`config.mk`:
```
export PLATFORM = sky130hd
export DESIGN_NAME = frame_accumulator
export DESIGN_NICKNAME = d
export VERILOG_FILES = /design/src/rtl/cnn1d_pkg.sv /design/src/rtl/frame_accumulator_sat_trunc.sv /design/src/rtl/frame_accumulator.sv
export SDC_FILE = /design/constraint.sdc
export NUM_CORES = 1
export LEC_CHECK = 0
export ABC_AREA = 1
export CAP_MARGIN = 25
export CORE_AREA = 2 2 88 111
export DETAILED_ROUTE_END_ITERATION = 6
export DIE_AREA = 0 0 90 113
export GPL_TIMING_DRIVEN = 0
export PLACE_DENSITY = 0.84
export SYNTH_ARGS = -nofsm -noshare
export SYNTH_HDL_FRONTEND = slang
export SYNTH_SLANG_ARGS = --single-unit
```
`constraint.sdc`:
```
create_clock -name clk -period 4.2 [get_ports clk]
set_input_delay 0.84 -clock clk [delete_from_list [all_inputs] [get_ports clk]]
set_output_delay 0.84 -clock clk [all_outputs]
set_load 0.02 [all_outputs]
```
`src/rtl/cnn1d_pkg.sv`:
```
// Shared types and helpers for the 1D CNN datapath.
// Holds the frame accumulator state encoding and parameter checks.
package cnn1d_pkg;

    typedef enum logic {ACCUMULATE, OUTPUT} acc_state_t;

    function automatic bit is_pow2(input int v);
        return (v > 0) && ((v & (v - 1)) == 0);
    endfunction

endpackage

```
`src/rtl/frame_accumulator_sat_trunc.sv`:
```
// sat_trunc: combinational signed saturating narrower.
// Clamps a signed IN_WIDTH value into the signed OUT_WIDTH range.
module sat_trunc #(
    parameter int IN_WIDTH  = 36,
    parameter int OUT_WIDTH = 32
) (
    input  logic signed [IN_WIDTH-1:0]  in_i,
    output logic signed [OUT_WIDTH-1:0] out_o
);

    localparam int HW = IN_WIDTH - OUT_WIDTH + 1;

    logic [HW-1:0] head;

    // In range exactly when every bit above the output MSB copies the sign.
    assign head = in_i[IN_WIDTH-1:OUT_WIDTH-1];

    always_comb begin
        if (head == '0 || head == '1) begin
            out_o = in_i[OUT_WIDTH-1:0];
        end else if (in_i[IN_WIDTH-1]) begin
            out_o = {1'b1, {(OUT_WIDTH-1){1'b0}}};
        end else begin
            out_o = {1'b0, {(OUT_WIDTH-1){1'b1}}};
        end
    end

endmodule

```
`src/rtl/frame_accumulator.sv`:
```
// Sums FRAME_LEN signed samples and emits one saturated result per frame.
// Define ACC_MEAN_EN to output the frame mean (power-of-two FRAME_LEN).
module frame_accumulator
    import cnn1d_pkg::*;
#(
    parameter int DATA_WIDTH = 32,
    parameter int FRACTION   = 24,
    parameter int FRAME_LEN  = 8
) (
    input  logic                          clk,
    input  logic                          rst,
    output logic                          acc_ready_in,
    input  logic                          acc_valid_in,
    input  logic [DATA_WIDTH-1:0]         acc_data_in,
    input  logic                          acc_ready_out,
    output logic                          acc_valid_out,
    output logic [DATA_WIDTH-1:0]         acc_data_out,
    output logic [$clog2(FRAME_LEN+1)-1:0] acc_count
);

    localparam int SHIFT     = $clog2(FRAME_LEN);
    localparam int ACC_WIDTH = DATA_WIDTH + SHIFT + 1;
    localparam int CW        = $clog2(FRAME_LEN + 1);
    localparam logic [CW-1:0] LAST = CW'(FRAME_LEN - 1);

    if (FRAME_LEN < 1) begin : g_len_chk
        $error("frame_accumulator: FRAME_LEN must be >= 1");
    end
    if (FRACTION < 0 || FRACTION >= DATA_WIDTH) begin : g_frac_chk
        $error("frame_accumulator: FRACTION out of range");
    end
`ifdef ACC_MEAN_EN
    if (!is_pow2(FRAME_LEN)) begin : g_pow2_chk
        $error("frame_accumulator: FRAME_LEN must be a power of two");
    end
`endif

    acc_state_t                   state_q, state_d;
    logic signed [ACC_WIDTH-1:0]  acc_q, acc_d;
    logic [CW-1:0]                cnt_q, cnt_d;
    logic [DATA_WIDTH-1:0]        data_q, data_d;
    logic signed [ACC_WIDTH-1:0]  sum;
    logic signed [ACC_WIDTH-1:0]  res;
    logic signed [DATA_WIDTH-1:0] sat_out;
    logic                         in_xfer;
    logic                         out_xfer;

    assign sum = acc_q + {{(ACC_WIDTH-DATA_WIDTH){acc_data_in[DATA_WIDTH-1]}},
                          acc_data_in};

`ifdef ACC_MEAN_EN
    assign res = sum >>> SHIFT;
`else
    assign res = sum;
`endif

    sat_trunc #(
        .IN_WIDTH (ACC_WIDTH),
        .OUT_WIDTH(DATA_WIDTH)
    ) u_sat (
        .in_i (res),
        .out_o(sat_out)
    );

    assign in_xfer  = acc_valid_in && acc_ready_in;
    assign out_xfer = acc_valid_out && acc_ready_out;

    always_ff @(posedge clk) begin
        if (rst) begin
            state_q <= ACCUMULATE;
            acc_q   <= '0;
            cnt_q   <= '0;
            data_q  <= '0;
        end else begin
            state_q <= state_d;
            acc_q   <= acc_d;
            cnt_q   <= cnt_d;
            data_q  <= data_d;
        end
    end

    always_comb begin
        state_d = state_q;
        acc_d   = acc_q;
        cnt_d   = cnt_q;
        data_d  = data_q;
        unique case (state_q)
            ACCUMULATE: begin
                if (in_xfer) begin
                    acc_d = sum;
                    cnt_d = cnt_q + 1'b1;
                    if (cnt_q == LAST) begin
                        state_d = OUTPUT;
                        data_d  = sat_out;
                    end
                end
            end
            OUTPUT: begin
                if (out_xfer) begin
                    state_d = ACCUMULATE;
                    acc_d   = '0;
                    cnt_d   = '0;
                end
            end
            default: state_d = ACCUMULATE;
        endcase
    end

    always_comb begin
        acc_ready_in  = (state_q == ACCUMULATE) && !rst;
        acc_valid_out = (state_q == OUTPUT);
        acc_data_out  = data_q;
        acc_count     = cnt_q;
    end

endmodule

```
======== Word-level counts from Yosys, hierarchy flattened ========
Cells that the tools add are included.
storage, ports and cells
  output and inout bits ................... 38
  bits in registers ....................... 73
  bits of input ports ..................... 36
  logic and storage cells ................. 31
cells by class
  eq/ne operators ......................... 4
  reductions and logical operators ........ 8
  add/subtract/negate cells ............... 2
  multiplexer cells ....................... 12
  bitwise logic cells ..................... 1
operators by type and width
  operator                                        count
  2-to-1 mux 36 bit                               2
  one-hot mux 36 bit (2 select lines)             1
  2-to-1 mux 32 bit                               2
  adder 36 bit                                    1
  2-to-1 mux 4 bit                                2
  one-hot mux 4 bit (2 select lines)              1
  == test 5 bit (second input constant)           1
  logical NOT 5 bit                               1
  adder 4 x 1 -> 4 bit (second input constant)    1
  == test 4 x 3 -> 1 bit (second input constant)  1
  logical AND 1 bit                               3
  2-to-1 mux 1 bit                                3
  AND reduction 3 bit                             1
  != test 2 x 1 -> 1 bit (second input constant)  1
  != test 2 bit (second input constant)           1
  one-hot mux 1 bit (2 select lines)              1
  AND reduction 2 bit                             1
  logical NOT 1 bit                               1
  logical OR 1 bit                                1
  NOT 1 bit                                       1

======== Longest topological paths before layout ========
Gate-level depths: netlist of the first run.
  depth after elaboration ................. 5
  depth in mapped cells ................... 20
  mapped depth without buffers ............ 19

======== Modules after synthesis ========
Synthesis of the first run repeated with hierarchy kept, for this count alone.
unflattened totals
  cell total of the unflattened synthesis .. 918
  area, all modules ....................... 5607.9 sq um
by module, submodules not included
  module             instances  cells an instance  area an instance (sq um)  seq. area each (sq um)
  frame_accumulator  1          837                5240.0                    1461.4
  sat_trunc          1          81                 367.9                     0.0

======== Worst setup path before layout of the first run ========
No wires, ideal clock.
  kind .................................... input-to-reg
  from .................................... in acc_data_in[0]
  to ...................................... reg data_q[10], in the netlist acc_data_out[10]
  slack ................................... 1.323 ns
  setup time .............................. 0.122 ns
  path buffers ............................ 1
  stages .................................. 18
  required time ........................... 4.078 ns
  arrival ................................. 2.755 ns
  path through ............................ ha_1 inv_1 fa_1 inv_1 nand2_1 nand2_1 nand3_1 nand2_2 nand2_1 nand2_2 nand2_2 nand3_1 nand2_1 nor2_2 nand3_2 a21oi_4 buf_6 a21oi_2
between the ends
  longest elaborated chain between the ends .. 4
  elaborated cells between the ends (all ways) .. 6
  classes of those cells .................. add/sub: 1; eq/ne: 1; mux: 2; reduce/logical: 2
ends and longest elaborated chain
  what                                                       line                               source
  start, declared                                            frame_accumulator.sv:14            input logic [DATA_WIDTH-1:0] acc_data_in,
  adder 36 bit (*)                                           frame_accumulator.sv:48            assign sum = acc_q + {{(ACC_WIDTH-DATA_WIDTH){acc_data_in[DATA_WIDTH-1]}},
  == test 5 bit / logical NOT 5 bit (equally long branches)  frame_accumulator_sat_trunc.sv:19  if (head == '0 || head == '1) begin
  logical OR 1 bit                                           frame_accumulator_sat_trunc.sv:19
  2-to-1 mux 32 bit (*)                                      frame_accumulator_sat_trunc.sv:19
  end signal, assigned                                       frame_accumulator.sv:78            data_q <= data_d;
  end, declared                                              frame_accumulator.sv:41            logic [DATA_WIDTH-1:0] data_q, data_d;
Every way passes the cells marked *; elsewhere a longest branch is shown, timed or not.
A chain may end at the register's enable or synchronous reset.

======== Final worst setup path of the first run ========
  from .................................... in acc_data_in[0]
  to ...................................... reg data_q[25], in the netlist acc_data_out[25]
The elaborated chain is that of the path after synthesis.

==> key figures, run 1 <==
Outcome
  • Status: complete, no violations

Clocking
  • CTS tree: yes
  • Clock-pin slew on the worst setup and hold paths: 50 ps
  • Clock buffer depth: 2
  • Worst-Skew Late Latency: 340 ps
  • Post-CTS sizing: 0
  • Clk sinks: 73
  • H-tree levels: 3
  • Cts-stage hold buffer count: 0
  • Post-CTS setup buffers: 0
  • Clock Tree Root: clkbuf_16
  • Num CTS Buffers: 9

Synth
  • Post-synthesis instance total: approximately 800
  • Synth top area cells: dfxtp_1 (28%), nand2_1 (17%), ha_1 (8.5%), a21oi_1 (6.9%), inv_1 (5.9%)
  • Synth area leader: dfxtp_1
  • Top cell type's share of synthesized area: 27.53%
  • Yosys cell types: 36
  • Synth warnings: 0
  • Syn nets: 853
  • Sequential area share after synthesis: 27.53%
  • Avg Inst Size Synth: 6.806 um^2
  • Synth Cell Area: 5309 um^2
  • #FFs+latches synth: 73

Power
  • Flop pwr share: 34.5%
  • Logic pwr share: 29.4%
  • Leak: around 3 nW
  • Sw frac: 32.58%
  • Clk pwr share: 36.1%
  • Psw: between 0.6 and 0.7 mW
  • Worst vdd ir: roughly 210 uV
  • Pwr Total: 2.137 mW
  • Pwr Density: about 330 nW/um^2
  • P_int: 1.441 mW

Placement
  • Port buffer count: 73
  • Placed cell count: 976
  • DP HPWL: 11100 um
  • GPL Wtd Cong: 0.9577
  • Dpl ws: ~340 ps

Setup path
  • CP Max Fanout: 10
  • WP data required: 4420 ps
  • Largest stage delay, worst path: 500 ps
  • Crit-path cells: clkdlybuf4s50_1, ha_1, inv_1, fa_1, inv_1, nand2_1, nand2_1, nand3_1, nand2_2, nand2_1, nand2_2, nand2_2, nand3_1, nand2_1, nor2_2, nand3_2, a21oi_4, buf_6, a21oi_2
  • Critical path's slowest cell: clkdlybuf4s50_1
  • Top Family by Delay on Critical Path: simple AND/OR/NAND/NOR gates
  • Worst Path Buf+Inv: 4
  • Crit path launch type: input pin
  • Crit path kind: input pin to flip-flop
  • Worst path arrival time: 3740 ps
  • Crit. End Element: flip-flop
  • Most used cell, CP: nand2_1

Global route
  • Largest net degree at the start of global routing: 12
  • Total congestion overflow: 0
  • Initial antenna violation count: 0
  • Gr usage total: around 28%
  • GR peak layer: met2
  • Number of global-route vias before repair: 5167
  • Global-route wire length before repair: around 23000 um
  • M2 GR Usage: 51.33%
  • GR Util met3: around 5.0%
  • Met1 Usage GRT: between 30% and 40%

Cells and area
  • Most frequent cells in the layout: nand2_1 (235), inv_1 (84), a21oi_1 (73), dfxtp_1 (73), clkdlybuf4s50_1 (73)
  • Fillers: 795
  • Footprint of the multi-input gates: roughly 3400 um^2
  • Most common cell after layout, fill and taps aside: nand2_1
  • Final cell count without fillers: 991
  • Share of cells above drive strength 1: 13.94%
  • FF+latch area: 1461 um^2
  • Nets: 937
  • P&R area growth vs syn: 22.25%
  • Diodes inserted: 0

Job
  • Max cap viols: 0

Timing
  • Tcrit/Tclk final: 83.78%
  • Setup tns final: 0 ps
  • Relative slew slack: 37.27%
  • Fin Clk Skew: between 6 and 7 ps
  • Fmax: roughly 280 MHz
  • RSZ-0062 raised after global routing: false
  • Worst slew pin tran: ~930 ps
  • Crit path time final: 3519 ps
  • Final setup vio count: 0
  • PnR worst setup slack: 681.1 ps
  • Final Hold Vio Count: 0
  • Final slew viol count: 0

Floorplan
  • Starting Density: 58.49%
  • Core Rows: 39
  • Die X: 90 um
  • Core ar.: 9076 um^2
  • Die Y: between 100 and 150 um
  • I/O Pins: 74
  • Die area: 10170 um^2

Drt
  • Final wirelength: approximately 14000 um
  • DRC: 0
  • ANT nets after route: 0
  • Vias per cell: 5.266
  • Vias: around 5200
  • Wirelength per Cell: between 10 and 15 um
  • DR pass1 iterations: 5
  • DR iter-0 viols: 256

Worst hold path
  • Min-delay worst type: flip-flop to flip-flop
Yosys cell counts (all sizes together):
library cell / instances
nand2: 287
a21o: 1
and3: 2
a31oi: 4
a211oi: 1
nand3: 24
inv: 85
nand4: 2
o21bai: 9
dfxtp: 73
a21oi: 107
nor3: 7
clkbuf: 15
o21ai: 37
fa: 1
buf: 9
a32o: 1
xor2: 18
and2: 2
nor2: 44
ha: 36
xnor2: 12
or2: 1
nor4: 2
power by group through the flow:
stage	Combinational (mW)	Clock, mW	Sequential (mW)
2_1_floorplan	0.467	0	0.750
3_3_place_gp	0.608	0	0.750
3_5_place_dp	0.616	0	0.752
4_1_cts	0.624	0.781	0.737
5_1_grt	0.693	0.805	0.740
6_report	0.627	0.772	0.738
sequential cells by signal, indices dropped and copies added, names as in the netlist:
register	flops
acc_valid_out	1
acc_count	4
acc_q	36
acc_data_out	32
per-stage QoR:
stage / util (%) / hold slack, ps / instance area [um^2]
floorplan: - / 444.7 / 5309
detailed placement: 68.24 / 461.9 / 6193
CTS: 71.51 / 470.4 / 6490
global route: 71.51 / 481.9 / 6490
finish: 71.51 / 468.0 / 6490
global placement: 68.24 / 451.7 / 6193
path summary, 6_finish.rpt:
kind / start / endpoint / slack, ps / cells past startpoint
worst min-delay path: acc_q[19]$_SDFFE_PP0P_ / acc_q[19]$_SDFFE_PP0P_ / 470 / 2
worst max register to register: acc_q[0]$_SDFFE_PP0P_ / acc_data_out[25]$_SDFFE_PP0P_ / 1380 / 18
worst max-delay path: acc_data_in[0] / acc_data_out[25]$_SDFFE_PP0P_ / 680 / 19
worst min register to register: acc_q[19]$_SDFFE_PP0P_ / acc_q[19]$_SDFFE_PP0P_ / 470 / 2
layer usage:
layer	part of all wire (%)	vias to the layer above
li1	-	2666
met1	41	2393
met2	51	125
met3	3.7	35
met4	4.3	0
met5	0	-
kinds of logic after synthesis:
kind of cell,synth area share [%]
XOR/XNOR,4.949
buffers and inverters,9.097
adder cells (fa/ha/maj),8.862
AND/OR/NAND/NOR,31.23
AO/OA/AOI/OAI,18.34
flip-flops,27.53
worst min-delay path, stage by stage (launching register included):
cell and delay (ps):
dfxtp_1 310, nand2_1 60, a21oi_1 50
layout make-up:
type                       instances  share of cell area (%)
tap                              123                   2.371
clock inverter                     3                  0.6169
sequential                        73                   22.52
buffer                            24                   2.487
inverter                          85                   4.955
multi-input combinational        598                   51.84
clock buffer                      12                   3.952
timing repair buffer              73                   11.26
(Power assumes the default switching activity.)
==> inputs of run 2 (changes only) <==
--- a/config.mk
+++ b/config.mk
@@ -7,11 +7,11 @@
 export LEC_CHECK = 0
 export ABC_AREA = 1
 export CAP_MARGIN = 25
-export CORE_AREA = 2 2 88 111
+export CORE_AREA = 2 2 91 114
 export DETAILED_ROUTE_END_ITERATION = 6
-export DIE_AREA = 0 0 90 113
+export DIE_AREA = 0 0 93 116
 export GPL_TIMING_DRIVEN = 0
-export PLACE_DENSITY = 0.84
+export PLACE_DENSITY = 0.8
 export SYNTH_ARGS = -nofsm -noshare
 export SYNTH_HDL_FRONTEND = slang
 export SYNTH_SLANG_ARGS = --single-unit
==> constraint.sdc (replaced) <==
create_clock -name clk -period 3.3 [get_ports clk]
set_input_delay 0.66 -clock clk [delete_from_list [all_inputs] [get_ports clk]]
set_output_delay 0.66 -clock clk [all_outputs]
set_load 0.02 [all_outputs]
==> key figures, run 2 (synthesis gave the netlist of run 1 again) <==
Placement
  • GPL Wtd Cong: 0.9622
  • Placed cell area: around 6200 um^2
  • Dpl ws: -352.3 ps
  • DP HPWL: 11490 um
  • Port buffer count: 73

Setup path
  • CP Max Fanout: 10
  • Worst path arrival time: 3370 ps
  • Largest stage delay, worst path: 510 ps
  • Crit path kind: input pin to flip-flop
  • Critical path's slowest cell: clkdlybuf4s50_1
  • Most used cell, CP: nand2_1
  • Crit. End Element: flip-flop
  • CP startpoint: acc_data_in[1]
  • WP data required: roughly 3500 ps
  • Crit-path cells: clkdlybuf4s50_1, inv_1, fa_2, inv_2, nand2_1, nand2_1, nand3_1, nand2_2, nand2_1, nand2_4, nand2_2, nand3_1, nand2_1, nor2_2, nand3_2, a21oi_4, buf_12, buf_8, a21oi_2
  • R2r startpoint: acc_q[0]$_SDFFE_PP0P_
  • Crit path launch type: input pin

Cells and area
  • Diodes inserted: 0
  • P&R area growth vs syn: 24.28%
  • Fillers: 858
  • Number of flip-flops in the largest register: 36
  • Most common cell after layout, fill and taps aside: nand2_1
  • Nets: 939
  • Fin util: roughly 70%
  • Share of cells above drive strength 1: 14.60%
  • Biggest register: acc_q
  • Design area: between 6000 and 7000 um^2
  • Most frequent cells in the layout: nand2_1 (235), inv_1 (83), dfxtp_1 (73)

Floorplan
  • Core ar.: 9609 um^2
  • Die area: 10790 um^2
  • Core Rows: 40
  • I/O Pins: 74
  • Die Y: between 100 and 150 um
  • Starting Density: between 50% and 60%
  • Die X: 93 um

Timing
  • Final slew viol count: 0
  • Fin Clk Skew: 10.07 ps
  • Final Hold Vio Count: 0
  • Relative slew slack: 43.38%
  • Final setup vio count: 0
  • Worst slew pin tran: 841.6 ps
  • Crit path time final: roughly 3200 ps
  • Tcrit/Tclk final: 95.50%
  • RSZ-0062 raised after global routing: false
  • Fmax: 317.3 MHz
  • Setup tns final: 0 ps
  • PnR worst setup slack: 148.6 ps

Clocking
  • Worst-Skew Late Latency: around 340 ps
  • Clock buffer depth: 2
  • Clk sinks: 73
  • H-tree levels: 3
  • Clock-pin slew on the worst setup and hold paths: 60 ps
  • Num CTS Buffers: 9
  • Clock Tree Root: clkbuf_16
  • CTS tree: yes
  • Cts-stage hold buffer count: 0

Power
  • Pwr Density: 422.3 nW/um^2
  • Pwr Total: 2.786 mW
  • Worst vdd ir: between 200 and 300 uV
  • Leak: 3.006 nW

Drt
  • ANT nets after route: 0
  • DRT met1 WL: between 6000 and 7000 um
  • DR iter-0 viols: 213
  • DRC: 0
  • DR pass1 iterations: 5
  • Metal3 WL: 439 um
  • Final wirelength: between 10000 and 15000 um
  • Vias per cell: 5.252
  • Vias: between 5000 and 6000
  • Wirelength per Cell: 14.53 um
  • Met2 WL: between 7000 and 8000 um
  • Top Metal Used: met4

Global route
  • Largest net degree at the start of global routing: 13
  • Total congestion overflow: 0
  • Initial antenna violation count: 0
  • Gr usage total: 27.97%
  • Global-route wire length before repair: 23990 um
  • Number of global-route vias before repair: 5283

Worst hold path
  • HP Start: acc_data_out[31]$_SDFFE_PP0P_
  • Min-delay worst type: flip-flop to flip-flop

Outcome
  • Status: complete, no violations

Job
  • Max cap viols: 0
[run 2: path summary, 6_finish.rpt]
| check | to | slack [ps] | cells past startpoint |
|---|---|---|---|
| max | acc_data_out[25]$_SDFFE_PP0P_ | 150 | 19 |
| min | acc_data_out[31]$_SDFFE_PP0P_ | 460 | 2 |
| max reg2reg | acc_data_out[25]$_SDFFE_PP0P_ | 520 | 19 |
| min reg2reg | acc_data_out[31]$_SDFFE_PP0P_ | 460 | 2 |
[run 2: metal layers]
layer	up-vias	global-route usage (%)
met1	2410	30.91
met5	-	0
met4	0	13.33
li1	2674	-
met2	115	52.51
met3	32	3.836
[run 2: through the flow]
step | hold WS, ps | cells
6_report | 463.8 | 996
4_1_cts | 468.8 | 996
3_5_place_dp | 458.1 | 979
3_3_place_gp | 451.8 | 979
5_1_grt | 493.1 | 996
2_1_floorplan | 444.7 | 780
[run 2: where the power goes]
group	total, mW	switching (mW)	internal [mW]
clock	1.04	0.386	0.658
combinational	0.804	0.506	0.298
sequential	0.938	0.0211	0.917
[run 2: area by class of cell]
| class | instances | area [um^2] | area share (%) |
|---|---|---|---|
| plain buffers | 24 | 172.7 | 2.617 |
| clock buffers | 10 | 229.0 | 3.471 |
| clock inverters | 5 | 81.33 | 1.233 |
| inverters | 85 | 321.6 | 4.874 |
| multi-input cells | 598 | 3388 | 51.36 |
| flip-flops and latches | 73 | 1461 | 22.15 |
| well taps | 126 | 157.7 | 2.390 |
| repair buffers | 75 | 785.8 | 11.91 |
[run 2: timing repair]
item | in CTS | in global routing
resized for setup | 6 | 4
cloned | 1 | 0
setup endpoints to repair | 14 | 30
pin swaps | 1 | 2
hold endpoints to repair | 0 | 0
setup buffers | 1 | 0
[run 2: worst max-delay path: cells and delay by family]
kind,cells,cell delay [ps]
buffers and inverters,5,980
and+or+nand+nor,11,1030
adders and majority gates,1,410
AOI/OAI and AO/OA,2,290
==> inputs of run 3 (changes only) <==
==> constraint.sdc (replaced) <==
create_clock -name clk -period 3.5 [get_ports clk]
set_input_delay 0.7 -clock clk [delete_from_list [all_inputs] [get_ports clk]]
set_output_delay 0.7 -clock clk [all_outputs]
set_load 0.02 [all_outputs]
==> key figures, run 3 (synthesis gave the netlist of run 1 again) <==
Setup path
  • Crit-path cells: clkdlybuf4s50_1, ha_2, inv_1, fa_1, inv_2, nand2_1, nand2_1, nand3_1, nand2_2, nand2_1, nand2_4, nand2_2, nand3_1, nand2_1, nor2_2, nand3_2, a21oi_4, buf_12, buf_8, a21oi_2
  • Most used cell, CP: nand2_1
  • Crit path launch type: input pin
  • Worst path arrival time: 3540 ps
  • Largest stage delay, worst path: 490 ps
  • CP Max Fanout: 10
  • Critical path's slowest cell: clkdlybuf4s50_1
  • WP data required: 3720 ps
  • Worst r2r path cells: 19
  • Crit path kind: input pin to flip-flop
  • Crit. End Element: flip-flop

Drt
  • DR iter-0 viols: 227
  • Wirelength per Cell: 14.47 um
  • ANT nets after route: 0
  • Vias: 5219
  • DRC: 0
  • Final wirelength: roughly 14000 um
  • DR pass1 iterations: 5
  • Vias per cell: approximately 5.2

Cells and area
  • Number of flip-flops in the largest register: 36
  • Most common cell after layout, fill and taps aside: nand2_1
  • Most frequent cells in the layout: nand2_1 (235), inv_1 (83), a21oi_1 (73), dfxtp_1 (73), clkdlybuf4s50_1 (73)
  • Diodes inserted: 0
  • Biggest register: acc_q
  • Design area: between 6000 and 7000 um^2
  • Share of cells above drive strength 1: 14.37%
  • Final cell count without fillers: 996
  • Nets: 939
  • P&R area growth vs syn: 23.78%

Power
  • Worst vdd ir: 239.6 uV
  • Pwr Density: 399.4 nW/um^2
  • Pwr Total: 2.624 mW
  • Leak: 2.991 nW

Outcome
  • Status: complete, no violations

Clocking
  • Clock buffer depth: 2
  • CTS tree: yes
  • Clk sinks: 73
  • Clock Tree Root: clkbuf_16
  • Worst-Skew Late Latency: 340 ps
  • Num CTS Buffers: 9
  • H-tree levels: 3
  • Clock-pin slew on the worst setup and hold paths: 50 ps
  • Cts-stage hold buffer count: 0

Global route
  • Initial antenna violation count: 0
  • Number of global-route vias before repair: 5257
  • Global-route wire length before repair: around 24000 um
  • Largest net degree at the start of global routing: 13
  • Total congestion overflow: 0
  • Gr usage total: 27.65%

Timing
  • Setup tns final: 0 ps
  • Fin Clk Skew: slightly above 8 ps
  • Final Hold Vio Count: 0
  • Crit path time final: around 3300 ps
  • Worst slew pin tran: 837.9 ps
  • RSZ-0062 raised after global routing: false
  • Final slew viol count: 0
  • Tcrit/Tclk final: 94.82%
  • Relative slew slack: approximately 44%
  • Hold slack: 463.3 ps
  • Final setup vio count: 0
  • Fmax: 301.3 MHz

Placement
  • Placed cell count: 979
  • DP HPWL: 11490 um
  • GPL Wtd Cong: 0.9622
  • Placed cell area: 6197 um^2
  • Port buffer count: 73

Floorplan
  • Die area: 10790 um^2
  • Die Y: 116 um
  • Starting Density: 55.25%
  • I/O Pins: 74
  • Die X: ~93 um
  • Core ar.: between 9000 and 10000 um^2
  • Core Rows: 40

Job
  • Max cap viols: 0

Worst hold path
  • Min-delay worst type: flip-flop to flip-flop
  • Hold Path Depth: 2
## run 3: cell count changes in the layout (fill, tap and decap cells not counted), sizes merged
cell,previous run,this run
dlymetal6s2s,1,0
clkdlybuf4s50,72,73
bufbuf,1,0
clkbuf,25,26
## run 3: cell type report
cell class,count,area [um^2]
Buffer,24,172.7
Clock buffer,10,229.0
Clock inverter,5,81.33
Fill cell,863,3038
Inverter,85,321.6
Multi-Input combinational cell,598,3372
Sequential cell,73,1461
Tap cell,126,157.7
Timing Repair Buffer,75,775.7
## run 3: path summary, 6_finish.rpt
| check | startpoint | endpoint | slack [ps] |
|---|---|---|---|
| max reg2reg | acc_q[0]$_SDFFE_PP0P_ | acc_data_out[16]$_SDFFE_PP0P_ | 710 |
| min reg2reg | acc_data_out[31]$_SDFFE_PP0P_ | acc_data_out[31]$_SDFFE_PP0P_ | 460 |
| min | acc_data_out[31]$_SDFFE_PP0P_ | acc_data_out[31]$_SDFFE_PP0P_ | 460 |
| max | acc_data_in[0] | acc_data_out[16]$_SDFFE_PP0P_ | 180 |
## run 3: repair_timing
item,4_1_cts,5_1_grt
hold endpoints to repair,0,0
setup buffers,0,1
endpoints found under the setup margin,0,30
gates resized for setup,0,6
## run 3: power breakdown
group          total (mW)  internal (mW)  switching [mW]
logic               0.756          0.280           0.476
clock network       0.984          0.620           0.364
registers           0.884          0.865          0.0197
total                2.62           1.77           0.859
## run 3: critical path: cells and delay by family
| family | cells | cell delay [ps] |
|---|---|---|
| buffers and inverters | 5 | 940 |
| AOI/OAI and AO/OA | 2 | 230 |
| adders and majority gates | 2 | 620 |
| and+or+nand+nor | 11 | 1040 |
## run 3: routing by layer
layer / part of all wire [%] / up-vias / track usage (%) / wire (um)
met4: 3.6 / 0 / 12.35 / 522
met5: 0 / - / 0 / 0
met3: 3.1 / 35 / 3.901 / 446
met2: 51 / 113 / 52.17 / 7401
met1: 42 / 2395 / 30.59 / 6043
li1: - / 2676 / - / -
## run 3: per-stage QoR
step	worst slack (ps)	util (%)
3_3_place_gp	-185.4	64.49
6_report	181.2	68.39
2_1_floorplan	763.1	-
4_1_cts	142.8	67.72
3_5_place_dp	-192.3	64.49
5_1_grt	47.83	68.39
